$ cat config.mk
export PLATFORM = sky130hd
export DESIGN_NAME = cache_fsm
export DESIGN_NICKNAME = d
export VERILOG_FILES = /design/src/rtl/cache_pkg.sv /design/src/rtl/line_beat_counter.sv /design/src/rtl/cache_fsm.sv
export SDC_FILE = /design/constraint.sdc
export NUM_CORES = 1
export LEC_CHECK = 0
export ABC_AREA = 1
export CAP_MARGIN = 20
export CORE_ASPECT_RATIO = 1.25
export CORE_UTILIZATION = 33
export CTS_CLUSTER_DIAMETER = 50
export DETAILED_ROUTE_END_ITERATION = 6
export PLACE_DENSITY_LB_ADDON = 0.05
export SLEW_MARGIN = 20
export SYNTH_ARGS = -nofsm -noshare
export SYNTH_HDL_FRONTEND = slang
export SYNTH_SLANG_ARGS = --single-unit
$ cat constraint.sdc
create_clock -name clk_i -period 1.65 [get_ports clk_i]
set_clock_uncertainty 0.05 [all_clocks]
set_input_delay 0.2475 -clock clk_i [delete_from_list [all_inputs] [get_ports clk_i]]
set_output_delay 0.2475 -clock clk_i [all_outputs]
set_load 0.01 [all_outputs]
$ cat src/rtl/cache_pkg.sv
// Shared types and constants for the cache miss/hit sequencer:
// FSM states, control-word layout and default geometry.
package cache_pkg;

    localparam int DEF_TAG_WIDTH    = 18;
    localparam int DEF_SET_WIDTH    = 10;
    localparam int DEF_OFFSET_WIDTH = 4;
    localparam int WORDS            = 2 ** (DEF_OFFSET_WIDTH - 2);

    typedef enum logic [1:0] {
        COMPARE    = 2'd0,
        WRITE_BACK = 2'd1,
        ALLOCATE   = 2'd2
    } state_t;

    localparam int CTRL_OFFSET_SEL  = 0;
    localparam int CTRL_STRATEGY_EN = 1;
    localparam int CTRL_SET_DIRTY   = 2;
    localparam int CTRL_SET_VALID   = 3;
    localparam int CTRL_WRITE_EN    = 4;

    typedef struct packed {
        logic write_en;
        logic set_valid;
        logic set_dirty;
        logic strategy_en;
        logic offset_sel;
    } ctrl_t;

    localparam ctrl_t CTRL_IDLE      = '0;
    localparam ctrl_t CTRL_READ_HIT  = ctrl_t'((5'd1 << CTRL_STRATEGY_EN) | (5'd1 << CTRL_OFFSET_SEL));
    localparam ctrl_t CTRL_WRITE_HIT = ctrl_t'(CTRL_READ_HIT | (5'd1 << CTRL_SET_DIRTY)
                                             | (5'd1 << CTRL_SET_VALID) | (5'd1 << CTRL_WRITE_EN));

endpackage

$ cat src/rtl/line_beat_counter.sv
// Word-within-line counter used while streaming a line to or from memory.
// Wraps naturally after the last word, so no separate clear is needed on the final beat.
module line_beat_counter #(
    parameter int BEAT_WIDTH = 2
) (
    input  logic                  clk_i,
    input  logic                  rst_i,
    input  logic                  en_i,
    input  logic                  clr_i,
    output logic [BEAT_WIDTH-1:0] beat_o,
    output logic                  last_o
);

    logic [BEAT_WIDTH-1:0] beat_q, beat_d;

    always_comb begin
        beat_d = beat_q;
        if (clr_i) begin
            beat_d = '0;
        end else if (en_i) begin
            beat_d = beat_q + BEAT_WIDTH'(1);
        end
    end

    always_ff @(posedge clk_i or posedge rst_i) begin
        if (rst_i) begin
            beat_q <= '0;
        end else begin
            beat_q <= beat_d;
        end
    end

    assign beat_o = beat_q;
    assign last_o = &beat_q;

endmodule

$ cat src/rtl/cache_fsm.sv
// Miss/hit sequencer for one cache: services hits in the request cycle, otherwise
// writes back a dirty victim, refills the line word by word and re-looks it up.
module cache_fsm
    import cache_pkg::*;
#(
    parameter int TAG_WIDTH    = DEF_TAG_WIDTH,
    parameter int SET_WIDTH    = DEF_SET_WIDTH,
    parameter int OFFSET_WIDTH = DEF_OFFSET_WIDTH
) (
    input  logic                 clk_i,
    input  logic                 rst_i,
    input  logic                 read_i,
    input  logic                 write_i,
    input  logic [31:0]          addr_i,
    input  logic                 hit_i,
    input  logic                 dirty_i,
    input  logic [TAG_WIDTH-1:0] tag_i,
    input  logic                 mem_ready_i,
    output logic [4:0]           control_o,
    output logic                 ready_o,
    output logic                 mem_read_o,
    output logic                 mem_write_o,
    output logic [31:0]          mem_addr_o
);

    localparam int BEAT_WIDTH = OFFSET_WIDTH - 2;

    state_t                 state_q, state_d;
    logic [TAG_WIDTH-1:0]   victim_tag_q, victim_tag_d;
    logic [BEAT_WIDTH-1:0]  beat;
    logic                   beat_last;
    logic                   beat_en;
    logic                   beat_clr;
    ctrl_t                  ctrl;

    logic [SET_WIDTH-1:0]   index;
    logic [TAG_WIDTH-1:0]   addr_tag;
    logic                   unused_addr_bits;

    assign index            = addr_i[OFFSET_WIDTH+SET_WIDTH-1:OFFSET_WIDTH];
    assign addr_tag         = addr_i[31:32-TAG_WIDTH];
    assign unused_addr_bits = ^addr_i[OFFSET_WIDTH-1:0];

    line_beat_counter #(
        .BEAT_WIDTH(BEAT_WIDTH)
    ) u_beat (
        .clk_i (clk_i),
        .rst_i (rst_i),
        .en_i  (beat_en),
        .clr_i (beat_clr),
        .beat_o(beat),
        .last_o(beat_last)
    );

    always_ff @(posedge clk_i or posedge rst_i) begin
        if (rst_i) begin
            state_q      <= COMPARE;
            victim_tag_q <= '0;
        end else begin
            state_q      <= state_d;
            victim_tag_q <= victim_tag_d;
        end
    end

    always_comb begin
        state_d      = state_q;
        victim_tag_d = victim_tag_q;
        ctrl         = CTRL_IDLE;
        ready_o      = 1'b0;
        mem_read_o   = 1'b0;
        mem_write_o  = 1'b0;
        mem_addr_o   = '0;
        beat_en      = 1'b0;
        beat_clr     = 1'b0;

        unique case (state_q)
            COMPARE: begin
                ready_o  = 1'b1;
                beat_clr = 1'b1;
                if (read_i || write_i) begin
                    if (hit_i) begin
                        // A simultaneous read and write is serviced as a write.
                        ctrl = write_i ? CTRL_WRITE_HIT : CTRL_READ_HIT;
                    end else begin
                        ready_o      = 1'b0;
                        victim_tag_d = tag_i;
                        state_d      = dirty_i ? WRITE_BACK : ALLOCATE;
                    end
                end
            end
            WRITE_BACK: begin
                mem_write_o = 1'b1;
                mem_addr_o  = {victim_tag_q, index, beat, 2'b00};
                if (mem_ready_i) begin
                    beat_en = 1'b1;
                    if (beat_last) begin
                        state_d = ALLOCATE;
                    end
                end
            end
            ALLOCATE: begin
                mem_read_o = 1'b1;
                mem_addr_o = {addr_tag, index, beat, 2'b00};
                if (mem_ready_i) begin
                    beat_en = 1'b1;
                    // Line stays invalid until its last word lands, so a partial fill never hits.
                    ctrl[CTRL_WRITE_EN]  = 1'b1;
                    ctrl[CTRL_SET_VALID] = beat_last;
                    if (beat_last) begin
                        state_d = COMPARE;
                    end
                end
            end
            default: begin
                state_d = COMPARE;
            end
        endcase

        if (rst_i) begin
            ctrl        = CTRL_IDLE;
            ready_o     = 1'b1;
            mem_read_o  = 1'b0;
            mem_write_o = 1'b0;
            mem_addr_o  = '0;
        end
    end

    assign control_o = ctrl;

endmodule

==> results.txt <==
- Summing the areas of all fa, ha and maj instances in the mapped netlist gives 5.05% of the synthesized area.
- Clock Tree Root: sky130_fd_sc_hd__clkbuf_8
- After layout, the minimum clock period comes to approximately 1.9 ns.
* Average instance area after synthesis: 7.04 um2
- Maximum ir drop on the vdd rail: 646 uV
- Fraction of final layout cells sized beyond drive strength 1: between 40% and 50%
* Power Total: 4.24 mW
* Synth-to-Final Area Change: 98.7%
* DR DRC count: 0
* Post-synthesis share of cell area spent on and, or, nand and nor gates: 39.8%
- Count of antenna-violating nets left after detailed routing: 0
- The first routing iteration left 57 violations.
- DR WL/cell: 13.8 um
- Number of global-route vias before repair: 1,757
- Count of TritonRoute iterations in the first routing pass: 4
* Critical Setup Path Class: flip-flop to output pin
- CP max FO: 5
- During placement, the flow inserted port buffers numbering 90.
* Vias per Instance: 4.77
- The flow ran to the end, but the final reports show violations.
- The region available for standard cell placement spans roughly 0.0042 mm2.
- Syn Std Cell Area: 0.00149 mm2
- Number of warning messages in the yosys log: 0
* Placed cell area: approximately 0.0026 mm2
* WL final: 5.33 mm
* Sequential cell area in the final layout: 551 um2
- In the finished design, the share of the clock period the worst path needs comes to 117%.
- Setup repair after global routing could not meet its margin everywhere.
* Number of vias in the routed layout: around 1,800
- The synthesized netlist devotes 0% of its cell area to XOR and XNOR gates.
* FMAX: 516 MHz
- Largest family of logic cells by synthesized area: simple AND/OR/NAND/NOR gates
- Pin count of the biggest net entering global routing: 20
- Flip-flop and latch count after synthesis: 22
- The share of synthesized area in the top cell type comes to 37.0%.
- In this run the power density over the cells is between 1000 and 1500 mW/mm2.
* Synth area leader: sky130_fd_sc_hd__dfrtp_1
* Violations in the final reports: setup timing
- After synthesis, the cell types taking the most area are sky130_fd_sc_hd__dfrtp_1 37%, sky130_fd_sc_hd__nand2_1 20%, sky130_fd_sc_hd__nand3_1 7.7%.
- STA classifies the critical path startpoint as a flip-flop.
- Initial cell density of the core: 35.4%
* Post-CTS clock slew at the launch and capture registers of the worst setup and hold paths: 0.08 ns
- Data on the critical path arrives at its endpoint at 1.64 ns.
- STA puts the critical path data required time at approximately 1.4 ns.
- After synthesis, the share of cell area in mux cells is 0%.
* Leakage power of the design: 1.39 nW
- 97 I/O pins were placed.
- GR Overflow Total: 0
* Clock Sinks: 22
* Fill cell total of the finished layout: 347
* Distinct cell type count of the synthesized netlist: 19
- The clock reaches the later pin of the worst-skew pair after 0.26 ns.
* CTS tree: yes
* Post-DP HPWL: 3.37 mm
* Final weighted congestion of routability-driven global placement: 0.752
* Number of maximum-capacitance constraint violations: 0
- Summing the sequential cell areas from Yosys gives 37.0% of the chip area.
- Leaving out fill and tap cells, the most frequent cell in the layout is sky130_fd_sc_hd__nand2_1.
- Area of the multi-input gates: ~0.0011 mm2
- In the synthesized netlist, the number of instances is 211.
- Worst Setup End Kind: output pin
* Final design instance area without fill: 0.00295 mm2
* Inserted Clock Buffers: 3
- Global routing usage summed across all routing layers: 22.3%
- In the final design database the tool counted ~400 nets.
- Setup violations remaining at the end of the flow were counted as 40.
- Number of max-slew violations in the final report: 0
- The tightest min-delay check is of the primary input to asynchronous set/reset pin type.
- The first global-routing pass estimated 8.02 mm of wire.
- Most frequent cells in the layout: 73 x sky130_fd_sc_hd__nand2_1, 52 x sky130_fd_sc_hd__clkdlybuf4s50_1, 37 x sky130_fd_sc_hd__buf_2
* Number of inserted diodes: 0
- Die outline width: 62.0 um
- Once routing completed, OpenROAD measured the worst setup slack at -0.287 ns.
* Final Hold Violating Endpoints: 0
- In this run the number of H-tree levels came out at 1.
- The initial antenna violation count is 0.
* Die ar.: 0.00478 mm2
- Vertical extent of the die: 77.0 um
- Fraction of the mapped netlist area in compound gates: 8.75%
* # rows: 26
* Number of buffers on the longest clock path: 2
[Yosys cell counts, drive strengths merged]
cell type   n
a211oi      2
nor3b      10
a21oi      20
ha          6
o21ai       3
conb        1
nand3      23
inv         9
nor2       15
buf        16
nand2      82
dfrtp      22
nor3        2
[cell families after synthesis]
| kind of cell | Yosys count |
|---|---|
| buffers and inverters | 25 |
| adders and majority gates | 6 |
| DFF | 22 |
| and+or+nand+nor | 132 |
| AOI/OAI and AO/OA | 25 |
| other | 1 |
[routing by layer]
metal	vias up	track usage (%)	share of wire [%]
li1	921	-	-
met1	848	27.6	40
met2	68	38.0	53
met3	9	2.87	4.7
met4	0	7.56	2.8
met5	-	0	0
[per-stage QoR]
stage | util [%] | TNS [ns] | cells | hold WS, ns | setup slack [ns]
detailed placement | 61.4 | -16.34 | 367 | 0.409 | -0.517
floorplan | - | -0.0363 | 212 | 0.0752 | -0.0363
global placement | 61.4 | -15.97 | 367 | 0.404 | -0.473
global route | 70.4 | -10.01 | 387 | 0.352 | -0.336
CTS | 67.4 | -5.67 | 382 | 0.346 | -0.196
finish | 70.4 | -7.67 | 387 | 0.352 | -0.287
[flip-flops by register name, indices dropped and copies added, names as in the netlist]
register and count:
victim_tag_q 18, state_q 2, u_beat.beat_o 2
[report_power, final]
| group | internal (mW) | switching (mW) |
|---|---|---|
| combinational | 1.36 | 1.44 |
| clock | 0.324 | 0.176 |
| sequential | 0.787 | 0.143 |
[layout make-up]
class,instances,area share [%]
sequential,22,18.6
clock inverter,1,1.02
tap,56,2.37
inverter,9,1.27
timing repair buffer,131,39.6
clock buffer,3,1.40
multi-input combinational,165,35.7
[worst max-delay path, stage by stage (launching register included)]
cell                      delay, ns
sky130_fd_sc_hd__dfrtp_1       0.40
sky130_fd_sc_hd__inv_2         0.10
sky130_fd_sc_hd__ha_4          0.31
sky130_fd_sc_hd__nand2_8       0.09
sky130_fd_sc_hd__buf_12        0.15
sky130_fd_sc_hd__nor3b_2       0.18
sky130_fd_sc_hd__buf_2         0.15
[repair_timing]
item,in CTS,in global routing
resized for setup,206,26
setup endpoints to repair,38,40
buffers inserted,9,5
gates cloned,2,1
hold buffers,0,0
pin swaps,9,14
[final timing paths]
| path | from | endpoint | slack (ns) | cells after the start |
|---|---|---|---|---|
| setup / recovery | state_q[0] | mem_addr_o[4] | -0.29 | 6 |
| hold / removal | rst_i | victim_tag_q[6] | 0.35 | 3 |
| setup reg to reg | state_q[0] | state_q[1] | -0.11 | 11 |
| hold reg to reg | victim_tag_q[15] | victim_tag_q[15] | 0.43 | 2 |
| max in group asynchronous | rst_i | victim_tag_q[7] | 0.79 | 4 |
| min in group clk_i | victim_tag_q[15] | victim_tag_q[15] | 0.43 | 2 |
No activity file was read; power rests on OpenSTA's default activity.
